--- src/rtl/arb_pkt_mux.sv ---
// Packet mux around an external round-robin arbiter: locks the grant for a whole packet and
// forwards beats through a registered valid/ready stage. Define ARB_PKT_MUX_B2B_EN for back-to-back packets.
module arb_pkt_mux #(
    parameter int N  = 4,
    parameter int DW = 32,
    parameter int SW = (N > 1) ? $clog2(N) : 1
) (
    input  logic            clk,
    input  logic            reset,
    input  logic [N-1:0]    in_valid,
    input  logic [N*DW-1:0] in_data,
    input  logic [N-1:0]    in_last,
    output logic [N-1:0]    in_ready,
    output logic [N-1:0]    req_o,
    input  logic [N-1:0]    gnt_i,
    output logic            out_valid,
    output logic [DW-1:0]   out_data,
    output logic            out_last,
    output logic [SW-1:0]   out_src,
    input  logic            out_ready
);

    typedef enum logic {
        IDLE,
        LOCKED
    } state_t;

    state_t        state_q, state_d;
    logic [SW-1:0] owner_q, owner_d;
    logic          out_valid_q, out_valid_d;
    logic [DW-1:0] out_data_q, out_data_d;
    logic          out_last_q, out_last_d;
    logic [SW-1:0] out_src_q, out_src_d;

    logic [N-1:0]  ready_vec;
    logic          accept;
    logic          gnt_onehot;
    logic          gnt_ok;
    logic [SW-1:0] gnt_idx;

    always_comb begin
        gnt_idx = '0;
        for (int i = 0; i < N; i++) begin
            if (gnt_i[i]) begin
                gnt_idx = SW'(i);
            end
        end
    end

    // A grant is only honoured if it is one-hot and lands on a bit we are actually requesting.
    assign gnt_onehot = (gnt_i != '0) && ((gnt_i & (gnt_i - 1'b1)) == '0);
    assign gnt_ok     = gnt_onehot && ((gnt_i & ~req_o) == '0);

    always_comb begin
        state_d     = state_q;
        owner_d     = owner_q;
        out_valid_d = out_valid_q;
        out_data_d  = out_data_q;
        out_last_d  = out_last_q;
        out_src_d   = out_src_q;
        req_o       = '0;
        ready_vec   = '0;
        accept      = 1'b0;

        if (out_valid_q && out_ready) begin
            out_valid_d = 1'b0;
        end

        case (state_q)
            IDLE: begin
                req_o = in_valid;
                if (gnt_ok) begin
                    owner_d = gnt_idx;
                    state_d = LOCKED;
                end
            end
            LOCKED: begin
                ready_vec[owner_q] = ~out_valid_q | out_ready;
                accept             = in_valid[owner_q] & ready_vec[owner_q];
                if (accept) begin
                    out_valid_d = 1'b1;
                    out_data_d  = in_data[int'(owner_q)*DW +: DW];
                    out_last_d  = in_last[owner_q];
                    out_src_d   = owner_q;
                    if (in_last[owner_q]) begin
                        state_d = IDLE;
`ifdef ARB_PKT_MUX_B2B_EN
                        // Hand the lock straight to another requester; the owner itself is masked out.
                        req_o          = in_valid;
                        req_o[owner_q] = 1'b0;
                        if (gnt_ok) begin
                            owner_d = gnt_idx;
                            state_d = LOCKED;
                        end
`endif
                    end
                end
            end
            default: begin
                state_d = IDLE;
            end
        endcase
    end

    always_ff @(posedge clk) begin
        if (!reset) begin
            state_q     <= IDLE;
            owner_q     <= '0;
            out_valid_q <= 1'b0;
            out_data_q  <= '0;
            out_last_q  <= 1'b0;
            out_src_q   <= '0;
        end else begin
            state_q     <= state_d;
            owner_q     <= owner_d;
            out_valid_q <= out_valid_d;
            out_data_q  <= out_data_d;
            out_last_q  <= out_last_d;
            out_src_q   <= out_src_d;
        end
    end

    // A grant that is not one-hot or targets a non-requesting port is ignored; flag it in simulation.
    always_ff @(posedge clk) begin
        if (reset && (gnt_i != '0)) begin
            assert (gnt_ok);
        end
    end

    assign in_ready  = ready_vec;
    assign out_valid = out_valid_q;
    assign out_data  = out_data_q;
    assign out_last  = out_last_q;
    assign out_src   = out_src_q;

endmodule

--- config.mk ---
export PLATFORM = sky130hd
export DESIGN_NAME = arb_pkt_mux
export DESIGN_NICKNAME = d
export VERILOG_FILES = /design/src/rtl/arb_pkt_mux.sv
export SDC_FILE = /design/constraint.sdc
export NUM_CORES = 1
export LEC_CHECK = 0
export CORE_AREA = 2 2 87 89
export CTS_BUF_LIST = sky130_fd_sc_hd__clkbuf_2
export CTS_CLUSTER_SIZE = 16
export DETAILED_ROUTE_END_ITERATION = 16
export DIE_AREA = 0 0 89 91
export PLACE_DENSITY = 0.85
export SYNTH_ARGS = -nofsm -noshare
export SYNTH_HDL_FRONTEND = slang
export SYNTH_SLANG_ARGS = --single-unit
--- constraint.sdc ---
create_clock -name clk -period 2.1 [get_ports clk]
set_input_delay 0.63 -clock clk [delete_from_list [all_inputs] [get_ports clk]]
set_output_delay 0.63 -clock clk [all_outputs]
set_load 0.01 [all_outputs]
==> results.tsv <==
metric	value	unit
grt_pass1_wl	12300	µm
via_per_inst	4.95	
synth_top_cell_by_area	dfxtp_1	
powerDensity	377	nW/µm²
gp_congestion	0.772	
timing.final.crit_share	97.2	%
core	7140	µm²
max_freq	0.490	GHz
synth_ff_type	dfxtp_1	
drt_pass1_iterations	6	
avgRoutedWirePerCell	15.6	µm
p_clk_share	19.4	%
hold_viol	0	
start_kind	primary input	
cts-hold-fix-buffers	0	
skew	17.9	ps
ys_ff_latch	39	
num_vias	2592	
die_x	89	µm
clock_sinks	39	
crit_path_max_incr_delay	500	ps
maxCapViolCount	0	
htree_levels	2	
cts_tree	yes	
seqCellArea	783	µm²
path_cells	clkdlybuf4s50_1 > nor2b_4 > buf_2	
nets	567	
ant_nets	0	
tightest_slew	397	ps
synth_top_cells_by_area	dfxtp_1, mux4_2, nand2_1, a21boi_1, buf_4	
cp_slowest_cell	clkdlybuf4s50_1	
routed_wl	8160	µm
initial_utilization	33.9	%
synth-warning-count	0	
dp_slack	-722	ps
grt_util_all_layers	19.7	%
grt_setup_unrepaired	false	
final.setup.worst_slack	59.8	ps
yosysUniqueCellTypes	30	
cp_top_family	buffers and inverters	
worst-path-buf-inv	2	
status	complete, no violations	
slew_headroom	73.5	%
p_sw_share	25.0	%
drt_iter0_markers	50	
dieHeight	91	µm
multi_input_comb_area	1530	µm²
async_flop_share	0	%
route.detailed.drc	0	
p_comb_share	34.5	%
syn_area	2420	µm²
drive_gt1_share	18.1	%
ir_worst_vdd	0.182	mV
synth.top_cell.area_share	32.3	%
cts_buffer_depth	2	
grt_pass1_vias	2719	
power_leakage	1.56	nW
synth_edf_count	0	
yosysSeqAreaShare	32.3	%
grt_overflow	0	
report.final.slew_viol_count	0	
required	1470	ps
syn_avg_cell_area	10.3	µm²
ys_top_cells_by_count	nand2_1, dfxtp_1, a21boi_1, mux4_2, clkbuf_1	
syn-num-nets	377	
p_int	1.26	mW
end_kind	output pin	
numCtsBuffers	5	
fillCellCount	606	
cp.arrival	1410	ps
io_pins	187	
grt_max_degree	42	
min_period	2040	ps
row_count	31	
synth_most_common_cell	nand2_1	
power_frac_seq	46.1	%
port_buffers	186	
p_sw	0.421	mW
dp.final_hpwl	6670	µm
setup_viol	0	
diodes	0	
dieArea	8100	µm²
crit_type	primary input to output pin	
synthesis.instances	234	
critPathMaxFanout	2	
antenna_found_initial	0	
areaGrowthSynthToFinish	84.9	%
hold_path_class	flip-flop to flip-flop	
clk_latency	370	ps
root_buffer	clkbuf_2	
clk_pin_slew	170	ps
fin_tns_setup	0	ps
[metrics by stage]
step	instances	util, %	hold slack (ps)	area, µm²	power [mW]
floorplan	234	-	479	2420	1.01
global placement	515	62.2	440	4440	1.36
detailed placement	515	62.2	444	4440	1.38
CTS	524	62.7	467	4480	1.71
global route	524	62.7	483	4470	1.77
finish	524	62.7	464	4470	1.68
[cell usage in the layout (no fill, tap or decap), types with 2 or more instances in the layout]
cell	count
nand2b_1	2
nand3_2	2
buf_2	8
inv_1	3
a21boi_0	2
mux2i_1	2
a21boi_1	34
clkbuf_2	7
nand2_1	72
buf_4	14
mux4_2	34
dfxtp_1	37
o21ai_0	2
nor2_1	3
buf_12	3
clkdlybuf4s50_1	177
nor2b_1	3
dfxtp_2	2
[routing by layer]
metal  up-vias  GRT usage (%)  share of wire [%]  wire, µm
met1      1230           18.0                 33      2700
met5         -              0                  0         0
met2       125           40.2                 56      4560
met4         0           4.60                1.2       102
met3        10           5.82                9.8       801
li1       1227              -                  -         -
[flip-flops by register name (all words and copies together), names as in the netlist]
register   flops
out_data      32
out_src        2
owner_q        2
out_last       1
out_valid      1
state_q        1
[final cells by class]
type	count	area share (%)
timing repair buffer	203	44.4
multi-input combinational	172	34.2
sequential	39	17.5
tap	99	2.77
clock buffer	7	0.783
inverter	3	0.252
clock inverter	1	0.112
[power groups by stage]
| stage | logic (mW) | registers (mW) | clock network, mW |
|---|---|---|---|
| floorplan | 0.216 | 0.795 | 0 |
| global placement | 0.573 | 0.790 | 0 |
| detailed placement | 0.587 | 0.791 | 0 |
| CTS | 0.586 | 0.777 | 0.349 |
| global route | 0.622 | 0.780 | 0.372 |
| finish | 0.581 | 0.777 | 0.327 |
[logic make-up after synthesis]
kind of cell / count (synthesis) / share of synthesized area [%]
buf+inv: 23 / 5.74
xor+xnor: 1 / 0.362
mux: 36 / 32.5
flops: 39 / 32.3
simple gates: 93 / 16.3
compound gates: 42 / 12.8
[worst reg2reg max path: cells and delay by family, from the launching register on]
family,cells,cell delay [ps]
and+or+nand+nor,2,310
buffers and inverters,2,460
AOI/OAI and AO/OA,1,60
muxes,1,380
DFF,1,400
[repair_timing]
action	in CTS	in global routing
setup buffers	1	0
pin swaps	1	0
setup endpoints to repair	8	1
resized for setup	39	2
hold endpoints to repair	0	0
[worst paths after layout]
path	slack (ps)	start	cells past startpoint	endpoint
setup reg to reg	400	owner_q[1]$_SDFFE_PN0P_	6	out_data[3]$_SDFFE_PN0P_
setup / recovery	60	in_valid[1]	3	req_o[1]
hold / removal	460	out_data[12]$_SDFFE_PN0P_	2	out_data[12]$_SDFFE_PN0P_
hold reg to reg	460	out_data[12]$_SDFFE_PN0P_	2	out_data[12]$_SDFFE_PN0P_
No activity file was read; power rests on OpenSTA's default activity.
